==> src/rtl/vending_pkg.sv <==
// Shared encodings for the vending machine change path: FSM states, coin values and one-hot coin selects.
package vending_pkg;

  typedef enum logic [2:0] {
    ST_IDLE  = 3'd0,
    ST_CHECK = 3'd1,
    ST_PULSE = 3'd2,
    ST_GAP   = 3'd3,
    ST_DONE  = 3'd4
  } state_t;

  localparam logic [3:0] COIN2_VAL  = 4'd2;
  localparam logic [3:0] COIN5_VAL  = 4'd5;
  localparam logic [3:0] COIN10_VAL = 4'd10;

  // Bit order matches the ejector bus {coin10, coin5, coin2}.
  typedef enum logic [2:0] {
    SEL_NONE = 3'b000,
    SEL_2    = 3'b001,
    SEL_5    = 3'b010,
    SEL_10   = 3'b100
  } coin_sel_t;

  // One 5 first clears odd amounts, then 10s while they fit, then 2s.
  function automatic coin_sel_t select_coin(input logic [15:0] amt);
    if (amt[0]) begin
      return SEL_5;
    end else if (amt >= 16'd10) begin
      return SEL_10;
    end else begin
      return SEL_2;
    end
  endfunction

  function automatic logic [3:0] coin_value(input coin_sel_t sel);
    case (sel)
      SEL_2:   return COIN2_VAL;
      SEL_5:   return COIN5_VAL;
      SEL_10:  return COIN10_VAL;
      default: return 4'd0;
    endcase
  endfunction

endpackage

==> src/rtl/coin_change_dispenser_pulse_timer.sv <==
// Loadable down-counter for coin pulse/gap pacing; tc is high while the count sits at zero.
// A load of N gives N+1 cycles until tc, so callers load (cycles - 1).
module pulse_timer #(
  parameter int CNT_W = 2
) (
  input  logic             clk,
  input  logic             rst,
  input  logic             load,
  input  logic [CNT_W-1:0] load_val,
  output logic             tc
);

  logic [CNT_W-1:0] cnt;

  always_ff @(posedge clk or negedge rst) begin
    if (!rst) begin
      cnt <= '0;
    end else if (load) begin
      cnt <= load_val;
    end else if (cnt != '0) begin
      cnt <= cnt - 1'b1;
    end
  end

  assign tc = (cnt == '0);

endmodule

==> src/rtl/coin_change_dispenser.sv <==
// Refund dispenser: accepts one amount in IDLE (no queueing), pays it as paced one-hot coin pulses; done at T+2+n*(PULSE_CYC+GAP_CYC).
// Optional CHANGE_STATS_EN adds a saturating total_paid counter with synchronous stats_clr.
module coin_change_dispenser
  import vending_pkg::*;
#(
  parameter int AMT_W     = 6,
  parameter int PULSE_CYC = 4,
  parameter int GAP_CYC   = 4
) (
  input  logic             clk,
  input  logic             rst,
  input  logic             req_valid,
  input  logic [AMT_W-1:0] req_amount,
  output logic             req_ready,
  output logic             coin2,
  output logic             coin5,
  output logic             coin10,
  output logic             busy,
  output logic             done,
  output logic             err,
  output logic [AMT_W-1:0] remaining
`ifdef CHANGE_STATS_EN
  ,
  input  logic             stats_clr,
  output logic [15:0]      total_paid
`endif
);

  localparam int TMR_MAX = (PULSE_CYC > GAP_CYC) ? PULSE_CYC : GAP_CYC;
  localparam int TMR_W   = (TMR_MAX < 2) ? 1 : $clog2(TMR_MAX);
  localparam logic [TMR_W-1:0] PULSE_LD = TMR_W'(PULSE_CYC - 1);
  localparam logic [TMR_W-1:0] GAP_LD   = TMR_W'(GAP_CYC - 1);

  state_t           state;
  coin_sel_t        next_sel;
  coin_sel_t        cur_sel;
  logic [AMT_W-1:0] cur_val;
  logic             payable;
  logic             tc;
  logic             tmr_load;
  logic [TMR_W-1:0] tmr_val;

  assign next_sel = select_coin(16'(remaining));
  // The coin lines are only non-zero in PULSE, so they double as the held selection.
  assign cur_sel  = coin_sel_t'({coin10, coin5, coin2});
  assign cur_val  = AMT_W'(coin_value(cur_sel));
  assign payable  = (remaining != '0) && (remaining != AMT_W'(1)) && (remaining != AMT_W'(3));

  always_comb begin
    tmr_load = 1'b0;
    tmr_val  = PULSE_LD;
    case (state)
      ST_CHECK: tmr_load = payable;
      ST_PULSE: begin
        tmr_load = tc;
        tmr_val  = GAP_LD;
      end
      ST_GAP:   tmr_load = tc && (remaining != '0);
      default:  tmr_load = 1'b0;
    endcase
  end

  pulse_timer #(
    .CNT_W (TMR_W)
  ) u_timer (
    .clk      (clk),
    .rst      (rst),
    .load     (tmr_load),
    .load_val (tmr_val),
    .tc       (tc)
  );

  always_ff @(posedge clk or negedge rst) begin
    if (!rst) begin
      state     <= ST_IDLE;
      req_ready <= 1'b1;
      coin2     <= 1'b0;
      coin5     <= 1'b0;
      coin10    <= 1'b0;
      busy      <= 1'b0;
      done      <= 1'b0;
      err       <= 1'b0;
      remaining <= '0;
    end else begin
      done <= 1'b0;
      err  <= 1'b0;
      case (state)
        ST_IDLE: begin
          if (req_valid && req_ready) begin
            remaining <= req_amount;
            req_ready <= 1'b0;
            busy      <= 1'b1;
            state     <= ST_CHECK;
          end
        end
        ST_CHECK: begin
          if (payable) begin
            {coin10, coin5, coin2} <= next_sel;
            state <= ST_PULSE;
          end else begin
            // Zero completes cleanly; 1 and 3 are unpayable and keep their amount visible.
            done  <= 1'b1;
            err   <= (remaining != '0);
            state <= ST_DONE;
          end
        end
        ST_PULSE: begin
          if (tc) begin
            {coin10, coin5, coin2} <= SEL_NONE;
            remaining <= remaining - cur_val;
            state     <= ST_GAP;
          end
        end
        ST_GAP: begin
          if (tc) begin
            if (remaining == '0) begin
              done  <= 1'b1;
              state <= ST_DONE;
            end else begin
              {coin10, coin5, coin2} <= next_sel;
              state <= ST_PULSE;
            end
          end
        end
        ST_DONE: begin
          req_ready <= 1'b1;
          busy      <= 1'b0;
          state     <= ST_IDLE;
        end
        default: begin
          {coin10, coin5, coin2} <= SEL_NONE;
          req_ready <= 1'b1;
          busy      <= 1'b0;
          state     <= ST_IDLE;
        end
      endcase
    end
  end

`ifdef CHANGE_STATS_EN
  logic [15:0] inc_val;

  assign inc_val = 16'(coin_value(cur_sel));

  always_ff @(posedge clk or negedge rst) begin
    if (!rst) begin
      total_paid <= '0;
    end else if (stats_clr) begin
      total_paid <= '0;
    end else if ((state == ST_PULSE) && tc) begin
      total_paid <= (total_paid > (16'hFFFF - inc_val)) ? 16'hFFFF : (total_paid + inc_val);
    end
  end
`endif

  a_coin_onehot: assert property (@(posedge clk) disable iff (!rst)
    $onehot0({coin10, coin5, coin2}));
  a_err_with_done: assert property (@(posedge clk) disable iff (!rst)
    err |-> done);

endmodule
==> config.mk <==
export PLATFORM = sky130hd
export DESIGN_NAME = coin_change_dispenser
export DESIGN_NICKNAME = d
export VERILOG_FILES = /design/src/rtl/vending_pkg.sv /design/src/rtl/coin_change_dispenser_pulse_timer.sv /design/src/rtl/coin_change_dispenser.sv
export SDC_FILE = /design/constraint.sdc
export NUM_CORES = 1
export LEC_CHECK = 0
export ABC_AREA = 0
export ABC_CLOCK_PERIOD_IN_PS = 6010
export BUFFER_PORTS_ARGS = -buffer_cell sky130_fd_sc_hd__buf_2
export CORE_UTILIZATION = 57
export DETAILED_ROUTE_END_ITERATION = 7
export PLACE_DENSITY = 0.88
export SETUP_SLACK_MARGIN = 0.5
export SYNTH_ARGS = -nofsm -noshare
export SYNTH_HDL_FRONTEND = slang
export SYNTH_SLANG_ARGS = --single-unit
==> constraint.sdc <==
create_clock -name clk -period 6.01 [get_ports clk]
set_clock_uncertainty 0.2 [all_clocks]
set_input_delay 0.3005 -clock clk [delete_from_list [all_inputs] [get_ports clk]]
set_output_delay 0.3005 -clock clk [all_outputs]
set_load 0.03 [all_outputs]
After elaboration in Yosys (flattened, before gate mapping)
Cells that the tools add are included.

cells by class
  reduce and logical (&&, ||, !) cells = 17
  equal/unequal tests = 14
  bitwise operators = 2
  add/sub/neg operators = 2
  multiplexer cells = 38
  $lt $le $gt $ge = 1

operators with widths
  operator            number
  $mux 3              7
  $mux 1              17
  $mux 6              2
  $pmux 1 s4          3
  $pmux 3 s4          1
  $pmux 4 s3          1
  $pmux 6 s2          1
  $ne 2x2->1 const B  5
  $eq 3x2->1 const B  3
  $eq 3x1->1 const B  2
  $eq 3x3->1 const B  2
  $ge 6x4->1 const B  1
  $logic_not 6->1     1
  $ne 6x1->1 const B  1
  $ne 6x2->1 const B  1
  $pmux 1 s2          3
  $reduce_and 3->1    2
  $reduce_bool 2->1   3
  $reduce_bool 6->1   1
  $sub 6x4->6         1
  $reduce_and 5->1    1
  $logic_and 1x1->1   4
  $mux 2              2
  $logic_not 3->1     1
  other kinds (7)     8

storage, ports and cells
  output and inout bits = 13
  register bits after elaboration = 18
  input port bits = 9

Logic depth before layout (Yosys ltp)
  depth after elaboration = 6
  depth in mapped cells = 11

Cells and area by module
A second synthesis with hierarchy kept.

unflattened totals
  cell total of the unflattened synthesis = 118
  area total of the unflattened synthesis = 1127.3 µm²

by module, submodules not included
  module                 instances  cells an instance  sequential area each (µm²)  area each (µm²)
  coin_change_dispenser  1          106                401.6                       1013.5
  pulse_timer            1          12                 50.0                        113.9

Worst setup path before layout
OpenSTA, ideal clock, no wires.

  path kind = register to register
  start = register coin10
  end = register remaining[5]
  setup time = 0.080 ns
  arrival time = 1.923 ns
  slack = 3.808 ns
  cell stages (with the launch flop) = 6
  cells stage by stage = dfrtp_1 or3b_2 ha_1 a211o_1 a21boi_0 a2bb2oi_1

between the ends
  word-level cells in the longest chain between the ends = 5
  elaborated cells on any way between the ends = 7

ends and longest elaborated chain
  element                                   RTL line                      source
  start: declaration                        coin_change_dispenser.sv:17   output logic coin10,
  start signal: assignment                  coin_change_dispenser.sv:98   {coin10, coin5, coin2} <= next_sel;
  start signal: assignment                  coin_change_dispenser.sv:120  {coin10, coin5, coin2} <= next_sel;
  $eq 3x3->1, or another cell as far along  vending_pkg.sv:36             case (sel)
  $pmux 4 s3 (*)                            vending_pkg.sv:36
  $sub 6x4->6 (*)                           coin_change_dispenser.sv:110  remaining <= remaining - cur_val;
  $mux 6 (*)                                coin_change_dispenser.sv:108  if (tc) begin
  $pmux 6 s2 (*)                            coin_change_dispenser.sv:87   case (state)
  end signal: assignment                    coin_change_dispenser.sv:90   remaining <= req_amount;
  end signal: assignment                    coin_change_dispenser.sv:110
  end: declaration                          coin_change_dispenser.sv:21   output logic [AMT_W-1:0] remaining

Mark *: on every way between the ends. The rest lies on a longest branch, timed or not. The select of a mux whose other input is x is not followed.
A chain may end at the register's enable or synchronous reset.

Worst setup path after layout
  start = register u_timer.cnt[0]
  end = register remaining[5]

between the ends
  word-level cells in the longest chain between the ends = 3

ends and longest elaborated chain
  element                     RTL line                                 source
  start: declaration          coin_change_dispenser_pulse_timer.sv:13  logic [CNT_W-1:0] cnt;
  start signal: assignment    coin_change_dispenser_pulse_timer.sv:19  cnt <= load_val;
  start signal: assignment    coin_change_dispenser_pulse_timer.sv:21  cnt <= cnt - 1'b1;
  $logic_not 2->1             coin_change_dispenser_pulse_timer.sv:25  assign tc = (cnt == '0);
  $ne 2x2->1 (no line)        --
  $reduce_and 3->1 (no line)  --

No other way between the ends.

==> qor.txt <==
Arrival @ worst endpoint -> 2.54 ns
total number of vias -> 941
clock root cell -> clkbuf_4
Post-Synthesis Net Count -> 134
CP required -> 6.05 ns
CTS sink count -> 18
Design Area, Final -> 1250 sq um
Crit path largest cell delay -> 0.94 ns
post-synth top area cell -> dfrtp_1
Synth top area share -> 38.9%
sequential area share after synthesis -> 41.3%
Final Util -> 70.8%
placed cell count -> 159
final non-filler cell total -> 164
WS Path Type -> reg2reg
via-per-instance ratio -> 5.74
Reg clk slew, reported paths -> 0.10 ns
maximum VDD drop -> 0.155 mV
Synth Cell Area -> 1090 sq um
Fin Setup TNS -> 0 ns
Worst Setup SP -> u_timer.cnt[0]$_DFFE_PN0P_
num rows -> 15
Die Wd -> 45.8 um
power per cell area -> 175 nW/um^2
Worst setup SP type -> flip-flop
Remaining DRCs -> 0
GP Congestion -> 0.799
Synth Instances -> 119
Slew @ Worst Pin -> 1.18 ns
Ports -> 22
Synth Area per Inst -> 9.20 sq um
CTS max path bufs -> 2
Crit-path slowest cell -> a211oi_1
FF-to-FF End -> remaining[5]$_DFFE_PN0P_
Final Hold Fails -> 0
full die area -> 2100 sq um
Pleak -> 0.614 nW
Post-synth EDFFs -> 0
GR Util All Layers -> 24.5%
Critical Path Fanout Max -> 12
Iter 0 DRT Violations -> 26
Chip Height -> 45.8 um
synth top area cells -> dfrtp_1 39%, ha_1 5.7%, nor2_1 4.5%
CTS tree -> built
Overflow after GRT -> 0
Post-DP Area -> 1200 sq um
cells along the critical path -> inv_1, ha_1, nand2_1, a211oi_1, a21boi_0, a2bb2oi_1
Layout area overhead -> 14.1%
final number of setup-violating endpoints -> 0
Slew Limit Fails -> 0
vias in the first global route -> 816
Fmax achieved -> 400 MHz
status -> complete, no violations
wire per inst -> 13.3 um
Main synth FF type -> dfrtp_1
Final Net Count -> 155
ANT nets after route -> 0
final wirelength -> 2.19 mm
MaxCap Viol Count -> 0
Synth async-reset ratio -> 100%
drt pass-1 iters -> 4
CP endpoint kind -> flip-flop
FF-to-FF setup slack -> 3.51 ns
Rel. slew slack -> 20.8%
final worst path period share -> 41.6%
worst reg-to-reg path cell count -> 6
post-route minimum period -> 2.50 ns
total CTS buffers -> 3
Antenna Cells -> 0
CP endpoint -> remaining[5]$_DFFE_PN0P_
port buffer count -> 21
DP HPWL -> 1.61 mm
#FFs+latches synth -> 18
layout cells sized above 1 -> 23.7%
HP Start -> req_amount[2]
Ys Warns -> 0
worst reg2reg path startpoint -> u_timer.cnt[0]$_DFFE_PN0P_
CTS HTree Levels -> 1
HP Class -> in2reg
initial antenna violation count -> 0
Clock Latency Late Sink -> 0.31 ns
first-pass GRT wire length -> 3.55 mm
Initial Util -> 62.1%
CTS resizes -> 0
Distinct cells, synth -> 39
Core Area -> 1760 sq um
RSZ-0062 raised after global routing -> no
total power -> 0.000219 W
largest net degree at the start of global routing -> 19
worst max-delay path, delay by kind of cell, from the launching register on:
kind / cells / cell delay (ns)
compound gates: 3 / 1.37
flops: 1 / 0.40
simple gates: 1 / 0.09
fa+ha+maj: 1 / 0.31
buf+inv: 1 / 0.07
sequential cells by signal (all words and copies together), names as in the netlist:
name,count
err,1
coin2,1
done,1
state,3
req_ready,1
remaining,6
busy,1
coin10,1
coin5,1
u_timer.cnt,2
per-stage QoR:
step	worst slack [ns]	hold WS, ns
final	3.51	0.0630
after global routing	3.27	0.0646
after CTS	3.52	0.0628
after detailed placement	3.52	0.0459
after global placement	3.66	0.0448
after floorplan	3.81	-0.195
cell usage after synthesis, types with 3 or more instances:
cell       n
dfrtp_1   17
nor2_1    13
nand2_1   11
a21oi_1    9
inv_1      7
nand2b_1   6
buf_2      5
ha_1       5
o21ai_0    4
xor2_1     4
mux2i_1    3
nand3_1    3
or3b_2     3
worst min-delay path by stage:
stage | end | cells after the start
floorplan | busy$_DFFE_PN0P_ | 0
global placement | state[2]$_DFFE_PN0P_ | 1
detailed placement | err$_DFF_PN0_ | 1
CTS | remaining[2]$_DFFE_PN0P_ | 3
global route | remaining[2]$_DFFE_PN0P_ | 3
finish | remaining[2]$_DFFE_PN0P_ | 3
layout make-up:
cell class | instances | area (sq um)
clock buffer | 4 | 36.3
fill | 158 | 515
inverter | 7 | 26.3
multi-input combinational | 88 | 588
sequential | 18 | 452
tap | 25 | 31.3
timing repair buffer | 22 | 115
report_power, final:
group / internal, W / switching, W / total (W) / leakage, nW
clock network: 0.0000370 / 0.0000389 / 0.0000759 / 0.0210
logic: 0.00000743 / 0.0000111 / 0.0000185 / 0.352
registers: 0.000122 / 0.00000198 / 0.000124 / 0.241
total: 0.000167 / 0.0000520 / 0.000219 / 0.614
per-layer routing:
layer | vias up | track usage, % | wire [um]
li1 | 456 | - | -
met1 | 453 | 33.1 | 1040
met2 | 27 | 37.4 | 1010
met3 | 5 | 5.95 | 101
met4 | 0 | 10.6 | 35
met5 | - | 0 | 0
cell families (layout without fill, tap and decap cells):
kind of cell               count (synthesis)  after routing  share of synthesized area [%]
and+or+nand+nor                           42             42                           19.4
xor gates and xnor gates                   5              5                           4.00
AOI/OAI and AO/OA                         32             32                           20.0
buffers and inverters                     13             33                           5.03
adders and majority gates                  6              6                           7.54
muxes                                      3              3                           2.74
DFF                                       18             18                           41.3
cells in the final DEF (no fill, tap or decap), types with 2 or more instances in the layout:
cell type,count
or3b_2,3
ha_1,5
buf_2,21
o21ai_0,4
inv_1,7
nand2b_1,6
nor3_1,2
nand2_1,11
nand3_1,3
o22ai_1,2
mux2i_1,3
nor2_1,13
dfrtp_1,17
xor2_1,4
a21oi_1,9
clkbuf_4,3
a21boi_0,2
what timing repair did:
item | in CTS | in global routing
hold buffers | 1 | 0
hold endpoints to repair | 17 | 0
buffers inserted | 0 | 0
endpoints found under the setup margin | 0 | 0
Power figures use the tool's default switching activity.
